===== src/rtl/bids22_log_pkg.sv =====
// Shared types for the bids22 result logger: winner codes, edge FSM states, record layout.
// Optional macro BIDS22_LOG_TIMESTAMP_EN adds a 16-bit capture-cycle timestamp to each record.
package bids22_log_pkg;

  localparam int unsigned LOG_ROUND_W = 8;
  localparam int unsigned AMT_W       = 32;
  localparam int unsigned TS_W        = 16;

  typedef enum logic [2:0] {
    WIN_NONE  = 3'd0,
    WIN_X     = 3'd1,
    WIN_Y     = 3'd2,
    WIN_Z     = 3'd3,
    WIN_MULTI = 3'd4
  } winner_e;

  typedef enum logic {
    ST_IDLE = 1'b0,
    ST_HELD = 1'b1
  } edge_state_e;

  typedef struct packed {
    logic [LOG_ROUND_W-1:0] round_id;
    winner_e                winner;
    logic [AMT_W-1:0]       amount;
`ifdef BIDS22_LOG_TIMESTAMP_EN
    logic [TS_W-1:0]        ts;
`endif
  } log_rec_t;

  localparam int unsigned REC_W = $bits(log_rec_t);

  // One-hot check of the three win flags.
  function automatic winner_e decode_win(input logic x, input logic y, input logic z);
    case ({x, y, z})
      3'b000:  return WIN_NONE;
      3'b100:  return WIN_X;
      3'b010:  return WIN_Y;
      3'b001:  return WIN_Z;
      default: return WIN_MULTI;
    endcase
  endfunction

endpackage


===== src/rtl/bids22_log_fifo.sv =====
// Generic synchronous first-word-fall-through FIFO; push and pop together are accepted when full.
module bids22_log_fifo #(
  parameter int unsigned WIDTH = 43,
  parameter int unsigned DEPTH = 8
) (
  input  logic                     clk,
  input  logic                     reset_n,
  input  logic                     i_clear,
  input  logic                     i_push,
  input  logic [WIDTH-1:0]         i_data,
  input  logic                     i_pop,
  output logic [WIDTH-1:0]         o_data,
  output logic                     o_full,
  output logic                     o_empty,
  output logic [$clog2(DEPTH):0]   o_count
);

  localparam int unsigned AW = $clog2(DEPTH);
  localparam int unsigned CW = AW + 1;

  logic [WIDTH-1:0] r_mem [DEPTH];
  logic [AW:0]      r_wr_ptr;
  logic [AW:0]      r_rd_ptr;
  logic             w_do_push;
  logic             w_do_pop;

  // Pointers carry one extra wrap bit so full and empty are distinguishable.
  assign o_count   = r_wr_ptr - r_rd_ptr;
  assign o_full    = (o_count == CW'(DEPTH));
  assign o_empty   = (o_count == '0);
  assign w_do_pop  = i_pop && !o_empty;
  assign w_do_push = i_push && (!o_full || w_do_pop);
  assign o_data    = o_empty ? '0 : r_mem[r_rd_ptr[AW-1:0]];

  always_ff @(posedge clk) begin
    if (!reset_n || i_clear) begin
      r_wr_ptr <= '0;
      r_rd_ptr <= '0;
    end else begin
      if (w_do_push) r_wr_ptr <= r_wr_ptr + CW'(1);
      if (w_do_pop)  r_rd_ptr <= r_rd_ptr + CW'(1);
    end
  end

  always_ff @(posedge clk) begin
    if (reset_n && !i_clear && w_do_push) r_mem[r_wr_ptr[AW-1:0]] <= i_data;
  end

endmodule


===== src/rtl/bids22_result_log.sv =====
// Turns each bids22 auction round into a result record, buffers it, and keeps win/drop statistics.
// Optional macro BIDS22_LOG_TIMESTAMP_EN stamps records with a free-running cycle counter.
module bids22_result_log
  import bids22_log_pkg::*;
#(
  parameter int unsigned DEPTH   = 8,
  parameter int unsigned ROUND_W = LOG_ROUND_W,
  parameter int unsigned CNT_W   = 16
) (
  input  logic                    clk,
  input  logic                    reset_n,
  input  logic                    clear,
  input  logic                    roundOver,
  input  logic                    X_win,
  input  logic                    Y_win,
  input  logic                    Z_win,
  input  logic [31:0]             maxBid,
  output logic                    rec_valid,
  input  logic                    rec_ready,
  output logic [REC_W-1:0]        rec_data,
  output logic [$clog2(DEPTH):0]  rec_count,
  output logic [CNT_W-1:0]        X_wins,
  output logic [CNT_W-1:0]        Y_wins,
  output logic [CNT_W-1:0]        Z_wins,
  output logic [CNT_W-1:0]        drop_cnt,
  output logic                    overflow
);

  edge_state_e        r_state;
  edge_state_e        w_state_nxt;
  logic               w_capture;
  winner_e            w_winner;
  log_rec_t           w_rec;
  log_rec_t           r_cap_rec;
  logic               r_cap_valid;
  logic [ROUND_W-1:0] r_round_id;
  logic               w_full;
  logic               w_empty;
  logic               w_pop;
  logic               w_drop;

`ifdef BIDS22_LOG_TIMESTAMP_EN
  logic [TS_W-1:0]    r_ts;

  always_ff @(posedge clk) begin
    if (!reset_n || clear) r_ts <= '0;
    else                   r_ts <= r_ts + TS_W'(1);
  end
`endif

  // Edge FSM: one capture per high phase of roundOver; keeps tracking during clear.
  always_ff @(posedge clk) begin
    if (!reset_n) r_state <= ST_IDLE;
    else          r_state <= w_state_nxt;
  end

  always_comb begin
    w_state_nxt = r_state;
    w_capture   = 1'b0;
    case (r_state)
      ST_IDLE: begin
        if (roundOver) begin
          w_state_nxt = ST_HELD;
          w_capture   = 1'b1;
        end
      end
      ST_HELD: begin
        if (!roundOver) w_state_nxt = ST_IDLE;
      end
      default: w_state_nxt = ST_IDLE;
    endcase
  end

  always_comb begin
    w_winner       = decode_win(X_win, Y_win, Z_win);
    w_rec          = '0;
    w_rec.round_id = LOG_ROUND_W'(r_round_id);
    w_rec.winner   = w_winner;
    w_rec.amount   = (w_winner == WIN_NONE) ? '0 : maxBid;
`ifdef BIDS22_LOG_TIMESTAMP_EN
    w_rec.ts       = r_ts;
`endif
  end

  // Capture stage: record is staged one cycle, then pushed; round id and win counts move at capture.
  always_ff @(posedge clk) begin
    if (!reset_n || clear) begin
      r_cap_valid <= 1'b0;
      r_cap_rec   <= '0;
      r_round_id  <= '0;
      X_wins      <= '0;
      Y_wins      <= '0;
      Z_wins      <= '0;
    end else begin
      r_cap_valid <= w_capture;
      if (w_capture) begin
        r_cap_rec  <= w_rec;
        r_round_id <= r_round_id + ROUND_W'(1);
        case (w_winner)
          WIN_X:   if (X_wins != '1) X_wins <= X_wins + CNT_W'(1);
          WIN_Y:   if (Y_wins != '1) Y_wins <= Y_wins + CNT_W'(1);
          WIN_Z:   if (Z_wins != '1) Z_wins <= Z_wins + CNT_W'(1);
          default: ;
        endcase
      end
    end
  end

  assign rec_valid = !w_empty;
  assign w_pop     = rec_valid && rec_ready;
  assign w_drop    = r_cap_valid && w_full && !w_pop;

  always_ff @(posedge clk) begin
    if (!reset_n || clear) begin
      drop_cnt <= '0;
      overflow <= 1'b0;
    end else if (w_drop) begin
      if (drop_cnt != '1) drop_cnt <= drop_cnt + CNT_W'(1);
      overflow <= 1'b1;
    end
  end

  bids22_log_fifo #(
    .WIDTH (REC_W),
    .DEPTH (DEPTH)
  ) u_fifo (
    .clk     (clk),
    .reset_n (reset_n),
    .i_clear (clear),
    .i_push  (r_cap_valid),
    .i_data  (r_cap_rec),
    .i_pop   (w_pop),
    .o_data  (rec_data),
    .o_full  (w_full),
    .o_empty (w_empty),
    .o_count (rec_count)
  );

endmodule


===== config.mk =====
export PLATFORM = sky130hd
export DESIGN_NAME = bids22_result_log
export DESIGN_NICKNAME = d
export VERILOG_FILES = /design/src/rtl/bids22_log_pkg.sv /design/src/rtl/bids22_log_fifo.sv /design/src/rtl/bids22_result_log.sv
export SDC_FILE = /design/constraint.sdc
export NUM_CORES = 1
export LEC_CHECK = 0
export ABC_AREA = 1
export BUFFER_PORTS_ARGS = -buffer_cell sky130_fd_sc_hd__buf_2
export CAP_MARGIN = 15
export CORE_AREA = 3 3 220 222
export CTS_CLUSTER_DIAMETER = 100
export DETAILED_ROUTE_END_ITERATION = 16
export DIE_AREA = 0 0 223 225
export HOLD_SLACK_MARGIN = 0.1
export PLACE_DENSITY_LB_ADDON = 0.25
export SLEW_MARGIN = 20
export SYNTH_ARGS = -nofsm -noshare
export SYNTH_HDL_FRONTEND = slang
export SYNTH_HIERARCHICAL = 1
export SYNTH_SLANG_ARGS = --single-unit
export TNS_END_PERCENT = 1

===== constraint.sdc =====
create_clock -name clk -period 13.7 [get_ports clk]
set_input_delay 2.055 -clock clk [delete_from_list [all_inputs] [get_ports clk]]
set_output_delay 2.055 -clock clk [all_outputs]
set_load 0.05 [all_outputs]

Word level (Yosys, flattened, before mapping). Memory sizes are Yosys's and may differ from the RTL's. A register that Yosys moved wholly into a read port is not among the register bits. Index checks and enable logic that the tools add are counted.

Register bits after elaboration: 126. Memory bits (writable): 344. Input bits: 40. Word-level logic and storage cells: 63. Memories: 1.

$add $sub $neg: 8. Equality and inequality tests: 11. Muxes and demuxes: 9. Reduce and logical (&&, ||, !) cells: 21.

Memory list: u_fifo.r_mem (depth 8, width 43, read ports 1, clocked after Yosys merged registers in 1, write ports 1, RTL line bids22_log_fifo.sv:21) `logic [WIDTH-1:0] r_mem [DEPTH];`.

Operator list (number): $add A16 B1 Y16 const B (4); $ne A16 B16 Y1 const B (4); $mux W43 (1); $mux W32 (1); $pmux W3 S4 (1); $eq A3 B2 Y1 const B (3); $reduce_and A3 Y1 (3); $add A4 B1 Y4 const B (2); $add A8 B1 Y8 const B (1); $logic_and A1 B1 Y1 (7); $eq A3 B1 Y1 const B (2); $logic_not A3 Y1 (2); $mux W3 (2); $logic_not A1 Y1 (5); $eq A4 B4 Y1 const B (1); $logic_not A4 Y1 (1); $mux W1 (4); $sub A4 B4 Y4 (1); $eq A3 B3 Y1 const B (1); $logic_or A1 B1 Y1 (2); $reduce_and A2 Y1 (1).

Depth between registers and ports, before layout.
Depth after elaboration: 10. Gate-level depth with buffers: 18. Gate-level depth less buffers: 17.

Hierarchy. Netlist, hierarchy kept.

By module, submodules not included: bids22_log_fifo (times used 1, cells an instance 1030, area each 14154.8 um2, sequential area each 10550.1 um2); bids22_result_log (times used 1, cells an instance 866, area each 5881.9 um2, sequential area each 2362.3 um2).

Least setup slack after synthesis. No wires, ideal clock.

Kind: reg2reg. Start: register u_fifo.r_wr_ptr[0]. End: memory u_fifo.r_mem[0][0], enable pin. Library setup time: 443 ps. Data arrival time: 4761 ps. Required time: 13257 ps. Path slack: 8495 ps. Cell stages (with the launch flop): 17. Buffers on the path: 1. Period minus slack after synthesis: 5205 ps. Path through: dfxtp_1 -> inv_1 -> ha_1 -> inv_1 -> fa_1 -> xor2_1 -> nor2_4 -> nand3_4 -> inv_2 -> buf_4 -> nor2_1 -> inv_1 -> nand3_2 -> nand2_2 -> inv_2 -> nand2_1 -> nor2_1.

Cells in the longest elaborated chain, start to end: 10. Elaborated cells on any way between the ends: 12. Classes of those cells: add/sub: 1; eq/ne: 1; mux: 2; reduce/logical: 8.

Ends and longest elaborated chain: from (decl) (RTL line bids22_log_fifo.sv:22) `logic [AW:0] r_wr_ptr;`; from (signal assigned) (RTL line bids22_log_fifo.sv:40) `if (w_do_push) r_wr_ptr <= r_wr_ptr + CW'(1);`; $sub A4 B4 Y4 (RTL line bids22_log_fifo.sv:28) `assign o_count = r_wr_ptr - r_rd_ptr;`; net rec_count[2] (RTL line bids22_result_log.sv:21) `output logic [$clog2(DEPTH):0] rec_count,`; $logic_not A4 Y1 (RTL line bids22_log_fifo.sv:30) `assign o_empty = (o_count == '0);`; net w_empty (RTL line bids22_result_log.sv:38) `logic w_empty;`; $logic_not A1 Y1 (RTL line bids22_result_log.sv:109) `assign rec_valid = !w_empty;`; $logic_and A1 B1 Y1 (RTL line bids22_result_log.sv:110) `assign w_pop = rec_valid && rec_ready;`; net w_pop (RTL line bids22_result_log.sv:39) `logic w_pop;`; $logic_and A1 B1 Y1 (RTL line bids22_log_fifo.sv:31) `assign w_do_pop = i_pop && !o_empty;`; $logic_or A1 B1 Y1 (RTL line bids22_log_fifo.sv:32) `assign w_do_push = i_push && (!o_full || w_do_pop);`; $logic_and A1 B1 Y1 (RTL line bids22_log_fifo.sv:32); $logic_and A1 B1 Y1 (RTL line bids22_log_fifo.sv:46) `if (reset_n && !i_clear && w_do_push) r_mem[r_wr_ptr[AW-1:0]] <= i_data;`; $mux W1 (RTL line bids22_log_fifo.sv:46); $mux W1 (implied by the code) (RTL line bids22_log_fifo.sv:46); to (decl) (RTL line bids22_log_fifo.sv:21).

The timed path passes the listed nets, and every way through them passes these cells.

Worst setup path in the final report.
Start: register u_fifo.r_wr_ptr[0]. End: output rec_data[34].

Cells in the longest elaborated chain, start to end: 3.

Ends and longest elaborated chain: $sub A4 B4 Y4 (RTL line bids22_log_fifo.sv:28); $logic_not A4 Y1 (RTL line bids22_log_fifo.sv:30); net w_empty (RTL line bids22_result_log.sv:38); $mux W43 (RTL line bids22_log_fifo.sv:33) `assign o_data = o_empty ? '0 : r_mem[r_rd_ptr[AW-1:0]];`; to (decl) (RTL line bids22_result_log.sv:20) `output logic [REC_W-1:0] rec_data,`.

The timed path passes the listed nets, and every way through them passes these cells.

==> out/qor.yml <==
worst_hold_path:
  min_path_type: "reg -> reg"
cells_and_area:
  area.growth.synth_to_final_pct: 14.6
  multi_input_area_um2: 6360
  final.fill_count: 4238
  fin_nets: 2070
  seqCellArea_um2: 12900
  layout_commonest_cell: "sky130_fd_sc_hd__nand2_1"
  layout_common_cells: "sky130_fd_sc_hd__nand2_1 (523), sky130_fd_sc_hd__edfxtp_1 (344), sky130_fd_sc_hd__nor2_1 (194), sky130_fd_sc_hd__a21oi_1 (172), sky130_fd_sc_hd__buf_2 (152)"
  finish.utilization_pct: 49.3
  post_route_cells_drive_above_1_share_pct: 15.3
placement:
  place_ws_ns: 8.49
  final_estimated_routing_congestion_in_global_placement: 0.847
  port_buffers: 152
  hpwlAfterDp_mm: 25.0
global_route:
  grt_remaining_overflow: 0
  grt_pass1_vias: 13500
  gr-usage-all-layers_pct: 18.3
  grt_antenna_before_repair: 4
  wire_length_of_the_first_global_routing_pass_mm: 73.3
  grt_start_max_net_pins: 113
clocking:
  num_cts_buffers: 50
  clk_transition_reported_paths_ns: 0.06
  numClockSinks: 473
  cts.htree.levels: 2
  post_cts.repair.setup_buffers: 0
  post_cts_resized: 0
  clock_latency_ns: 0.60
  cts_root_buffer: "sky130_fd_sc_hd__clkbuf_16"
  ctsHoldBuffers: 0
  tritoncts: "built"
  cts-root-to-sink-buffers: 3
synthesis:
  synth_top_area_cell: "sky130_fd_sc_hd__edfxtp_1"
  ys_top_cells_by_area: "sky130_fd_sc_hd__edfxtp_1 (52%), sky130_fd_sc_hd__dfxtp_1 (13%), sky130_fd_sc_hd__nand2_1 (9.8%)"
  yosys_most_used_dff: "sky130_fd_sc_hd__edfxtp_1"
  netlist_instances: 1896
  synth.yosys.warnings: 6
  syn-num-nets: 1947
  synth_edf_count: 344
  register_area_share_after_synthesis_pct: 64.4
  synth_cell_types: 38
  synth_top_area_share_pct: 51.6
  avgSynthCellArea_um2: 10.6
  synth.cell_area_um2: 20000
  async_flop_share_pct: 0
  synth.ff_latch_count: 473
routing:
  via_per_inst: 5.18
  detail_route.iter0.violations: 843
  drc: 0
  num_vias: 13800
  wirelength_mm: 46.0
  drt-pass1-iter-count: 5
  wl_per_cell_um: 17.2
  ant_nets: 0
worst_setup_path:
  timing.critical_path.required_ns: 11.64
  arrival_ns: 3.70
  crit_type: "reg -> out"
  path_max_fanout: 44
  timing.critical_path.from_type: "register"
  critPathCaptureType: "output port"
pwr:
  p_int_mw: 2.37
  p_sw_share_pct: 21.1
  peakVddDrop_mv: 0.0984
  p_sw_mw: 0.632
  cell_area_power_density_nw_per_um2: 131
  p_seq_share_pct: 51.5
  comb_power_share_pct: 2.2
  leakage_nw: 8.41
  clock_power_share_pct: 46.2
timing:
  timing.max_slew.rel_slack_pct: 30.0
  max_slew.worst_pin.slew_ns: 1.05
  final.setup.worst_slack_ns: 7.95
  final_max_slew_viol_count: 0
  rsz0062_at_grt: "false"
  final.setup.tns_ns: 0
  layout_worst_path_cycle_share_pct: 42.0
  setup_viol: 0
  worst_clock_skew_ns: 0.0257
  timing_hold_violations_final: 0
  fmax_ghz: 0.174
  finalWorstPathRequiredPeriod_ns: 5.75
  hold_slack_ns: 0.470
floorplan:
  rows: 79
  fp.coreArea_um2: 46600
  io_pins: 153
  die-area_um2: 50200
  floorplan.initialDensity_pct: 43.0
  dieHeight_um: 225
  chipWidth_um: 223
flow_run:
  cap_violations: 0
run_status:
  outcome: "finished, final reports clean"
[state kept, by name, indices dropped and copies added, names as in the netlist, named ones only]
register,count
r_cap_valid,1
overflow,1
Z_wins,16
drop_cnt,16
u_fifo/r_rd_ptr,4
u_fifo/r_wr_ptr,4
r_round_id,8
u_fifo/r_mem,344
Y_wins,16
r_cap_rec,43
r_state,1
X_wins,16
[synthesized netlist by cell type, types with 6 or more instances]
| library cell | n |
|---|---|
| sky130_fd_sc_hd__clkbuf_1 | 29 |
| sky130_fd_sc_hd__edfxtp_1 | 344 |
| sky130_fd_sc_hd__o21ai_0 | 67 |
| sky130_fd_sc_hd__nor2_1 | 203 |
| sky130_fd_sc_hd__dfxtp_1 | 129 |
| sky130_fd_sc_hd__mux2i_1 | 44 |
| sky130_fd_sc_hd__buf_1 | 9 |
| sky130_fd_sc_hd__a21oi_2 | 9 |
| sky130_fd_sc_hd__buf_6 | 6 |
| sky130_fd_sc_hd__nand2_1 | 523 |
| sky130_fd_sc_hd__ha_1 | 10 |
| sky130_fd_sc_hd__nand3_1 | 25 |
| sky130_fd_sc_hd__nand2_2 | 15 |
| sky130_fd_sc_hd__buf_4 | 14 |
| sky130_fd_sc_hd__inv_2 | 8 |
| sky130_fd_sc_hd__inv_1 | 75 |
| sky130_fd_sc_hd__nor3_1 | 7 |
| sky130_fd_sc_hd__a21oi_1 | 172 |
| sky130_fd_sc_hd__buf_2 | 39 |
| sky130_fd_sc_hd__a32oi_1 | 84 |
| sky130_fd_sc_hd__nor2_2 | 6 |
| sky130_fd_sc_hd__xor2_1 | 18 |
| sky130_fd_sc_hd__nand3_2 | 6 |
| sky130_fd_sc_hd__xnor2_1 | 13 |
| sky130_fd_sc_hd__nand4_1 | 14 |
| sky130_fd_sc_hd__nor2_4 | 7 |
[logic make-up (layout without fill, tap and decap cells)]
logic type,count (synthesis),count (layout),synth area share [%]
AO/OA/AOI/OAI,339,339,10.3
XOR/XNOR,31,31,1.36
adder cells (fa/ha/maj),11,11,0.724
buffers and inverters,181,346,4.13
flip-flops,473,473,64.4
multiplexers,44,44,2.20
other,0,2,0
AND/OR/NAND/NOR,817,817,16.8
[path summary, 6_finish.rpt]
kind                      startpoint             endpoint  slack, ns  depth (start not counted)
setup reg to reg  u_fifo/r_wr_ptr[0]  u_fifo/r_mem[4][35]       9.40                         16
setup / recovery  u_fifo/r_wr_ptr[0]         rec_data[34]       7.95                         10
hold / removal              overflow             overflow       0.47                          2
hold reg to reg             overflow             overflow       0.47                          2
[power groups by stage]
stage	clock [mW]	combinational [mW]	sequential (mW)
floorplan	0	0.0440	1.57
global placement	0	0.0679	1.58
detailed placement	0	0.0686	1.58
CTS	1.42	0.0689	1.55
global route	1.48	0.0743	1.55
finish	1.39	0.0674	1.55
[layout make-up]
type | instances | area share [%]
clock inverters | 23 | 1.37
multi-input cells | 1242 | 27.7
diodes | 2 | 0.0218
repair buffers | 168 | 3.85
inverters | 84 | 1.39
well taps | 607 | 3.31
flip-flops and latches | 473 | 56.2
clock buffers | 71 | 6.10
[per-layer routing]
metal / up-vias / part of all wire, % / global-route usage (%)
li1: 6829 / - / -
met1: 6614 / 44 / 24.2
met2: 327 / 48 / 31.0
met3: 68 / 5.4 / 3.62
met4: 4 / 2.1 / 4.70
met5: - / 0.059 / 0
[critical path: stages (launching register included)]
cell                      delay [ns]
sky130_fd_sc_hd__dfxtp_1        0.40
sky130_fd_sc_hd__inv_1          0.10
sky130_fd_sc_hd__ha_1           0.20
sky130_fd_sc_hd__inv_1          0.08
sky130_fd_sc_hd__fa_1           0.42
sky130_fd_sc_hd__or2_1          0.27
sky130_fd_sc_hd__nor2_4         0.16
sky130_fd_sc_hd__nand3_4        0.14
sky130_fd_sc_hd__inv_2          0.72
sky130_fd_sc_hd__nor2_1         0.30
sky130_fd_sc_hd__buf_2          0.30
[per-stage QoR]
step / instances / instance area (um2) / power [mW]
6_report: 2670 / 23000 / 3.00
4_1_cts: 2668 / 23000 / 3.03
5_1_grt: 2669 / 23000 / 3.10
2_1_floorplan: 1896 / 20000 / 1.62
3_3_place_gp: 2574 / 21200 / 1.64
3_5_place_dp: 2574 / 21200 / 1.65
Note: power is estimated with default switching activity, not from simulation.
